===== src/rtl/serial_word_adder_ctrl.sv =====
// Byte-serial multi-byte add/subtract sequencer around one 8-bit hybrid adder.
// Optional SERIAL_ADDER_OVF_EN adds a registered two's-complement overflow output (ovf).

module hybridadder8_struct (
  input  logic [7:0] i_x,
  input  logic [7:0] i_y,
  input  logic       i_c0,
  output logic [7:0] o_s,
  output logic       o_c8
);
  logic [7:0] w_g;
  logic [7:0] w_p;
  logic [4:1] w_clo;
  logic [4:1] w_chi;

  // Lookahead carries inside each nibble; the nibble carry ripples between them.
  function automatic logic [4:1] cla4(input logic [3:0] g, input logic [3:0] p,
                                      input logic cin);
    logic [4:1] c;
    c[1] = g[0] | (p[0] & cin);
    c[2] = g[1] | (p[1] & g[0]) | (p[1] & p[0] & cin);
    c[3] = g[2] | (p[2] & g[1]) | (p[2] & p[1] & g[0]) | (p[2] & p[1] & p[0] & cin);
    c[4] = g[3] | (p[3] & g[2]) | (p[3] & p[2] & g[1]) | (p[3] & p[2] & p[1] & g[0]) |
           (p[3] & p[2] & p[1] & p[0] & cin);
    return c;
  endfunction

  assign w_g   = i_x & i_y;
  assign w_p   = i_x ^ i_y;
  assign w_clo = cla4(w_g[3:0], w_p[3:0], i_c0);
  assign w_chi = cla4(w_g[7:4], w_p[7:4], w_clo[4]);
  assign o_s   = w_p ^ {w_chi[3:1], w_clo[4], w_clo[3:1], i_c0};
  assign o_c8  = w_chi[4];
endmodule

module serial_word_adder_ctrl #(
  parameter int NBYTES = 4
) (
  input  logic              clk,
  input  logic              rst_n,
  input  logic              in_valid,
  output logic              in_ready,
  input  logic              op_sub,
  input  logic [8*NBYTES-1:0] a,
  input  logic [8*NBYTES-1:0] b,
  output logic              out_valid,
  input  logic              out_ready,
  output logic [8*NBYTES-1:0] sum,
  output logic              carry_out,
`ifdef SERIAL_ADDER_OVF_EN
  output logic              ovf,
`endif
  output logic              busy
);
  localparam int W  = 8 * NBYTES;
  localparam int IW = $clog2(NBYTES);
  localparam logic [IW-1:0] LAST = IW'(NBYTES - 1);

  typedef enum logic [1:0] {S_IDLE, S_RUN, S_DONE} state_t;

  state_t        r_state;
  logic [IW-1:0] r_idx;
  logic          r_carry;
  logic [W-1:0]  r_a;
  logic [W-1:0]  r_b;
  logic          r_sub;
  logic [W-1:0]  r_sum;
  logic          r_cout;
  logic          r_out_valid;
  logic          r_in_ready;
  logic          r_busy;

  logic [IW+2:0] w_lsb;
  logic [7:0]    w_x;
  logic [7:0]    w_y;
  logic [7:0]    w_s;
  logic          w_c8;

  assign w_lsb = {r_idx, 3'b000};
  assign w_x   = r_a[w_lsb +: 8];
  // Subtraction is A + ~B + 1; the +1 comes from seeding the carry with op_sub.
  assign w_y   = r_b[w_lsb +: 8] ^ {8{r_sub}};

  hybridadder8_struct u_add (
    .i_x  (w_x),
    .i_y  (w_y),
    .i_c0 (r_carry),
    .o_s  (w_s),
    .o_c8 (w_c8)
  );

`ifdef SERIAL_ADDER_OVF_EN
  logic r_ovf;
  logic w_cmsb;
  assign w_cmsb = w_s[7] ^ w_x[7] ^ w_y[7];
  assign ovf    = r_ovf;
`endif

  always_ff @(posedge clk or negedge rst_n) begin
    if (!rst_n) begin
      r_state     <= S_IDLE;
      r_idx       <= '0;
      r_carry     <= 1'b0;
      r_a         <= '0;
      r_b         <= '0;
      r_sub       <= 1'b0;
      r_sum       <= '0;
      r_cout      <= 1'b0;
      r_out_valid <= 1'b0;
      r_in_ready  <= 1'b1;
      r_busy      <= 1'b0;
`ifdef SERIAL_ADDER_OVF_EN
      r_ovf       <= 1'b0;
`endif
    end else begin
      case (r_state)
        S_IDLE: begin
          if (in_valid) begin
            r_a        <= a;
            r_b        <= b;
            r_sub      <= op_sub;
            r_carry    <= op_sub;
            r_idx      <= '0;
            r_in_ready <= 1'b0;
            r_busy     <= 1'b1;
            r_state    <= S_RUN;
          end
        end
        S_RUN: begin
          r_sum[w_lsb +: 8] <= w_s;
          r_carry           <= w_c8;
          if (r_idx == LAST) begin
            r_cout      <= w_c8;
`ifdef SERIAL_ADDER_OVF_EN
            r_ovf       <= w_cmsb ^ w_c8;
`endif
            r_out_valid <= 1'b1;
            r_idx       <= '0;
            r_state     <= S_DONE;
          end else begin
            r_idx <= r_idx + 1'b1;
          end
        end
        S_DONE: begin
          if (out_ready) begin
            r_out_valid <= 1'b0;
            r_in_ready  <= 1'b1;
            r_busy      <= 1'b0;
            r_state     <= S_IDLE;
          end
        end
        default: begin
          r_state     <= S_IDLE;
          r_out_valid <= 1'b0;
          r_in_ready  <= 1'b1;
          r_busy      <= 1'b0;
        end
      endcase
    end
  end

  assign in_ready  = r_in_ready;
  assign out_valid = r_out_valid;
  assign sum       = r_sum;
  assign carry_out = r_cout;
  assign busy      = r_busy;
endmodule


===== config.mk =====
export PLATFORM = sky130hd
export DESIGN_NAME = serial_word_adder_ctrl
export DESIGN_NICKNAME = d
export VERILOG_FILES = /design/src/rtl/serial_word_adder_ctrl.sv
export SDC_FILE = /design/constraint.sdc
export NUM_CORES = 1
export LEC_CHECK = 0
export CAP_MARGIN = 20
export CORE_ASPECT_RATIO = 0.8
export CORE_MARGIN = 5
export CORE_UTILIZATION = 40
export DETAILED_ROUTE_END_ITERATION = 16
export DONT_BUFFER_PORTS = 1
export HOLD_SLACK_MARGIN = 0.1
export REMOVE_ABC_BUFFERS = 1
export SYNTH_ARGS = -nofsm -noshare
export SYNTH_HDL_FRONTEND = slang
export SYNTH_SLANG_ARGS = --single-unit

===== constraint.sdc =====
create_clock -name clk -period 4.8 [get_ports clk]
set_input_delay 0.96 -clock clk [delete_from_list [all_inputs] [get_ports clk]]
set_output_delay 0.96 -clock clk [all_outputs]
set_load 0.1 [all_outputs]

==> results by group, run 1 <==
Status
  • Status: finished, final reports clean

Timing
  • FMAX: 292 MHz
  • Max Slew Vio Count: 0
  • Final setup fails: 0
  • Post-Route Skew: 0.00578 ns
  • Final worst-path cycle share: 71.4%
  • TNS Setup: 0 ns
  • Fin. Hold Viols: 0
  • Slew Limit Headroom: 36.3%
  • Slew @ Worst Pin: 0.955 ns
  • RSZ-0062 raised after global routing: no
  • Minimum clock period: 3.43 ns

Global route
  • Largest net degree at the start of global routing: 107
  • GRT Util Overall: 15.7%
  • Grt total ovfl: 0
  • First-pass GRT wire length: 17,900 microns
  • Number of global-route vias before repair: 3,128
  • Antenna violations before repair: 7

Setup path
  • Family with the most delay on the worst path: compound AO/OA/AOI/OAI gates
  • Buf+Inv Stages, Crit Path: 1
  • Crit Path Class: flop to flop
  • CP peak stage delay: 0.78 ns
  • Arr. time, crit path: 3.69 ns
  • Max Fanout on Critical Path: 16
  • Required @ worst endpoint: 5.06 ns
  • RR Startpoint: r_idx[0]
  • FF-to-FF setup slack: 1.37 ns
  • Setup crit start kind: flop
  • Critical-path cell list: buf_4 -> mux4_2 -> ha_1 -> a211oi_2 -> o21bai_1 -> a21oi_1 -> fa_1 -> o21ai_0
  • R2R depth: 8
  • Crit path capture type: flop
  • FF-to-FF End: sum[12]
  • Slowest CP cell: dfrtp_1

Detailed routing
  • Number of vias per cell: 5.44
  • Drt pass-1 iters: 4
  • Overall routed net length: 11,100 microns
  • Iteration-0 DRC count of the detailed router: 198
  • Wire per inst: 20.3 microns
  • DRC viols: 0
  • Antenna-violating nets left: 0
  • Via count: 2,984

Floorplan
  • Die area: 14,800 sq um
  • DIE HEIGHT: 110 microns
  • IO Pins: 105
  • Initial Util: 40.8%
  • Die width: 135 microns
  • Core area: 12,200 sq um
  • Row count: 36

Logic synthesis
  • Ys flop type: dfrtp_1
  • Mapped Cells: 374
  • Syn Area/Cell: 13.3 sq um
  • Largest cells by area after synthesis: dfrtp_1, mux2_2, mux4_2, ha_1, nand2_1
  • Synth top area share: 52.7%
  • Cell area after synthesis: 4990 sq um
  • YS warnings: 0
  • Synth Register Bits: 106
  • Unique masters post-synth: 41
  • EDFF count, synth: 0
  • Post-synth ARST share: 100%
  • Area leader, netlist: dfrtp_1
  • Sequential cell area fraction in the yosys report: 53.2%

Clock tree
  • Clock root cell: clkbuf_16
  • Clk buf depth: 2
  • Clock sinks: 106
  • Post-CTS sizing: 0
  • Postcts setup bufs: 0
  • Worst-Skew Late Latency: 0.34 ns
  • Clk slew on worst S/H paths: 0.07 ns
  • CTS tree: done
  • Number of buffers created by CTS: 9
  • H-Tree Depth: 3
  • # hold bufs at CTS: 0

Cells and area
  • Syn-to-layout area delta: 9.08%
  • Final #Nets: 454
  • Share of layout cells above drive strength 1: 28.6%

Place
  • Dpl hpwl: 8020 microns
  • Global placer's final weighted congestion: 0.789
  • Port bufs: 0

Min path
  • HP Class: primary input to asynchronous set/reset pin

Job
  • Max cap viols: 0
-- cell type report --
cell class	count	area, sq um
fillers	1084	6770
well taps	171	214
clock inverters	6	63.8
clock buffers	10	239
repair buffers	4	30.0
diodes	4	10.0
inverters	9	33.8
flip-flops and latches	106	2650
multi-input cells	239	2190
-- sequential cells by signal, indices dropped and copies added, names as in the netlist, 2 cells and up --
register / count
r_state: 2
r_idx: 2
r_b: 32
sum: 32
r_a: 32
-- cell usage in the layout (no fill, tap or decap), drive strengths merged, types with 5 or more instances in the layout --
cell type	instances
inv	10
a211oi	5
mux2	65
dfrtp	105
a21oi	10
o31ai	8
mux4	16
xor2	11
nand3b	5
ha	14
o21ai	20
nand2	27
a22o	8
nor2	11
clkbuf	10
-- stage by stage --
step / hold WS [ns] / setup slack [ns] / area [sq um] / instances / util, %
3_5_place_dp: 0.494 / 1.36 / 5130 / 529 / 42.0
2_1_floorplan: 0.472 / 0.603 / 4880 / 354 / -
5_1_grt: 0.293 / 1.04 / 5440 / 548 / 44.5
4_1_cts: 0.296 / 1.34 / 5430 / 545 / 44.5
6_report: 0.311 / 1.37 / 5440 / 549 / 44.6
3_3_place_gp: 0.484 / 1.47 / 5130 / 529 / 42.0
-- synth_stat cells (8+ instances only) --
master   instances
a21oi_1         10
a22o_1           8
buf_2           13
dfrtp_1        105
ha_1            14
inv_1            9
mux2_2          65
mux4_2          15
nand2_1         27
nor2_1          11
o21ai_0         20
o31ai_1          8
xor2_1          11
-- how the worst max path moves through the flow --
stage / start / to / slack [ns] / cells after the start
5_1_grt: r_idx[0] / sum[21] / 1.04 / 9
2_1_floorplan: in_valid / r_carry / 0.60 / 4
3_5_place_dp: r_idx[0] / sum[21] / 1.36 / 9
3_3_place_gp: r_idx[0] / sum[5] / 1.47 / 9
6_report: r_idx[0] / sum[12] / 1.37 / 8
4_1_cts: r_idx[0] / sum[29] / 1.34 / 9
-- metal layers --
metal	part of all wire (%)	global-route usage, %	wire length, microns	vias to the layer above
met5	0.43	0	48	-
met4	1.2	3.34	132	8
met3	11	8.51	1260	18
met2	42	22.7	4680	111
met1	45	20.8	5000	1494
li1	-	-	-	1353
-- cell families after synthesis --
logic type	after synthesis	share of synthesized area [%]
AOI/OAI and AO/OA	63	8.53
xor gates and xnor gates	12	2.11
adders and majority gates	16	4.32
buffers and inverters	29	2.89
DFF	106	53.2
muxes	81	22.0
and+or+nand+nor	67	6.95
-- worst register-to-register path, stage by stage, from the launching register on --
cell and delay (ns):
dfrtp_1 0.78, buf_4 0.38, mux4_2 0.55, ha_1 0.34, a211oi_2 0.28, o21bai_1 0.15, a21oi_1 0.20, fa_1 0.48
o21ai_0 0.20
Power of run 1 is not shown: default switching activity piles up to over one toggle a cycle in this logic, so the estimate is an artifact.
==> inputs of run 2 (changes only) <==
==> constraint.sdc (replaced) <==
create_clock -name clk -period 2.8 [get_ports clk]
set_input_delay 0.56 -clock clk [delete_from_list [all_inputs] [get_ports clk]]
set_output_delay 0.56 -clock clk [all_outputs]
set_load 0.1 [all_outputs]
==> results by group, run 2 (synthesis gave the netlist of run 1 again) <==
Place
  • Placed insts: 553 (was 529)
  • Global placer's final weighted congestion: 0.790 (was 0.789)
  • Dpl hpwl: 8190 microns (was 8020 microns)
  • Port bufs: 0 (unchanged)

Clock tree
  • Clk slew on worst S/H paths: 0.07 ns (about the same)
  • Clock root cell: clkbuf_16 (unchanged)
  • Worst-Skew Late Latency: 0.35 ns (was 0.34 ns)
  • Clock sinks: 106 (unchanged)
  • CTS tree: done (unchanged)
  • Clk buf depth: 2 (unchanged)
  • H-Tree Depth: 3 (unchanged)
  • Number of buffers created by CTS: 9 (unchanged)

Floorplan
  • Core area: 12,200 sq um (unchanged)
  • Row count: 36 (unchanged)
  • Die area: 14,800 sq um (unchanged)
  • Initial Util: 40.8% (unchanged)
  • DIE HEIGHT: 110 microns (unchanged)
  • Die width: 135 microns (unchanged)
  • IO Pins: 105 (unchanged)

Global route
  • Number of global-route vias before repair: 3,251 (was 3,128)
  • First-pass GRT wire length: 17,800 microns (was 17,900 microns)
  • Antenna violations before repair: 6 (was 7)
  • GRT Util Overall: 15.6% (was 15.7%)
  • Grt total ovfl: 0 (unchanged)
  • Largest net degree at the start of global routing: 107 (unchanged)

Cells and area
  • Most common cell after layout, fill and taps aside: dfrtp_1 (unchanged)
  • Final #Nets: 481 (was 454)
  • Syn-to-layout area delta: 14.5% (was 9.08%)
  • FILL cells: 1,095 (was 1,084)
  • Share of layout cells above drive strength 1: 37.2% (was 28.6%)
  • Most frequent cells in the layout: dfrtp_1, mux2_2, nand2_1, buf_4, mux4_2 (was dfrtp_1, mux2_2, nand2_1, o21ai_0, mux4_2)
  • Fin cells: 574 (was 549)

Timing
  • Final worst-path cycle share: 97.3% (was 71.4%)
  • RSZ-0062 raised after global routing: yes (was no)
  • Final setup fails: 0 (unchanged)
  • Max Slew Vio Count: 0 (unchanged)
  • Minimum clock period: 2.72 ns (was 3.43 ns)
  • Slew @ Worst Pin: 0.959 ns (was 0.955 ns)
  • TNS Setup: 0 ns (unchanged)
  • Slew Limit Headroom: 36.1% (was 36.3%)
  • FMAX: 367 MHz (was 292 MHz)
  • Post-Route Skew: 0.00837 ns (was 0.00578 ns)
  • Fin. Hold Viols: 105 (was 0)
  • Final hold slack: -0.0910 ns (was 0.311 ns)

Detailed routing
  • Via count: 3,087 (was 2,984)
  • Antenna-violating nets left: 0 (unchanged)
  • DRC viols: 0 (unchanged)
  • Overall routed net length: 11,200 microns (was 11,100 microns)
  • Iteration-0 DRC count of the detailed router: 115 (was 198)
  • Wire per inst: 19.4 microns (was 20.3 microns)
  • Drt pass-1 iters: 6 (was 4)
  • Number of vias per cell: 5.38 (was 5.44)

Setup path
  • Crit Path Class: flop to flop (unchanged)
  • Crit path capture type: flop (unchanged)
  • FF-to-FF End: sum[4] (was sum[12])
  • Arr. time, crit path: 2.95 ns (was 3.69 ns)
  • Required @ worst endpoint: 3.02 ns (was 5.06 ns)
  • Max Fanout on Critical Path: 5 (was 16)
  • Setup crit start kind: flop (unchanged)
  • FF-to-FF setup slack: 0.08 ns (was 1.37 ns)
  • R2R depth: 9 (was 8)
  • RR Startpoint: r_idx[0] (unchanged)

Status
  • Status: finished, violations left (was finished, final reports clean)
  • Failing checks: negative hold slack

Min path
  • HP Class: primary input to asynchronous set/reset pin (unchanged)

Job
  • Max cap viols: 0 (unchanged)
==> run 2: cell count changes in the layout (fill, tap and decap cells not counted), sizes merged <==
cell,delta
inv,-1
clkinv,+2
diode,-2
buf,+27
bufinv,-1
clkbuf,+1
clkinvlp,-1
==> run 2: how the worst max path moves through the flow <==
stage,startpoint,endpoint,slack (ns)
4_1_cts,r_idx[0],sum[27],0.005
6_report,r_idx[0],sum[4],0.08
2_1_floorplan,r_state[0],r_carry,-1.00
3_5_place_dp,r_idx[0],sum[20],-0.07
3_3_place_gp,r_idx[0],sum[5],0.002
5_1_grt,r_idx[0],sum[21],-0.06
==> run 2: metrics by stage <==
step / utilization [%] / setup slack [ns] / cell area (sq um)
finish: 46.8 / 0.0768 / 5710
global route: 46.7 / -0.0557 / 5710
CTS: 46.0 / 0.00483 / 5620
detailed placement: 43.7 / -0.0704 / 5330
global placement: 43.7 / 0.00185 / 5330
floorplan: - / -1.00 / 4880
==> run 2: what timing repair did <==
action | 4_1_cts | 5_1_grt
endpoints found under the hold margin | 106 | 106
gates resized for setup | 5 | 26
endpoints found under the setup margin | 18 | 22
setup buffers | 1 | 3
pin swaps | 2 | 17
==> run 2: final cells by class <==
cell class / count / area (sq um) / area share [%]
multi-input combinational: 239 / 2270 / 39.8
antenna: 2 / 5.00 / 0.0877
inverter: 9 / 33.8 / 0.592
sequential: 106 / 2660 / 46.5
clock inverter: 5 / 31.3 / 0.548
tap: 171 / 214 / 3.75
clock buffer: 11 / 233 / 4.08
timing repair buffer: 31 / 265 / 4.65
==> run 2: per-layer routing <==
metal / share of wire, % / GRT usage, % / up-vias
met5: 0.42 / 0 / -
met1: 44 / 20.6 / 1556
met3: 12 / 9.24 / 22
met4: 1.2 / 3.42 / 10
met2: 42 / 22.1 / 101
li1: - / - / 1398
==> run 2: critical path, stage by stage, from the launching register on <==
cell      delay [ns]
dfrtp_2         0.41
buf_6           0.14
mux4_2          0.50
xor2_1          0.16
ha_2            0.34
o21ai_2         0.06
o21bai_1        0.20
a21oi_2         0.10
fa_2            0.61
o21ai_1         0.09
Power of run 2 is left out for the same reason.
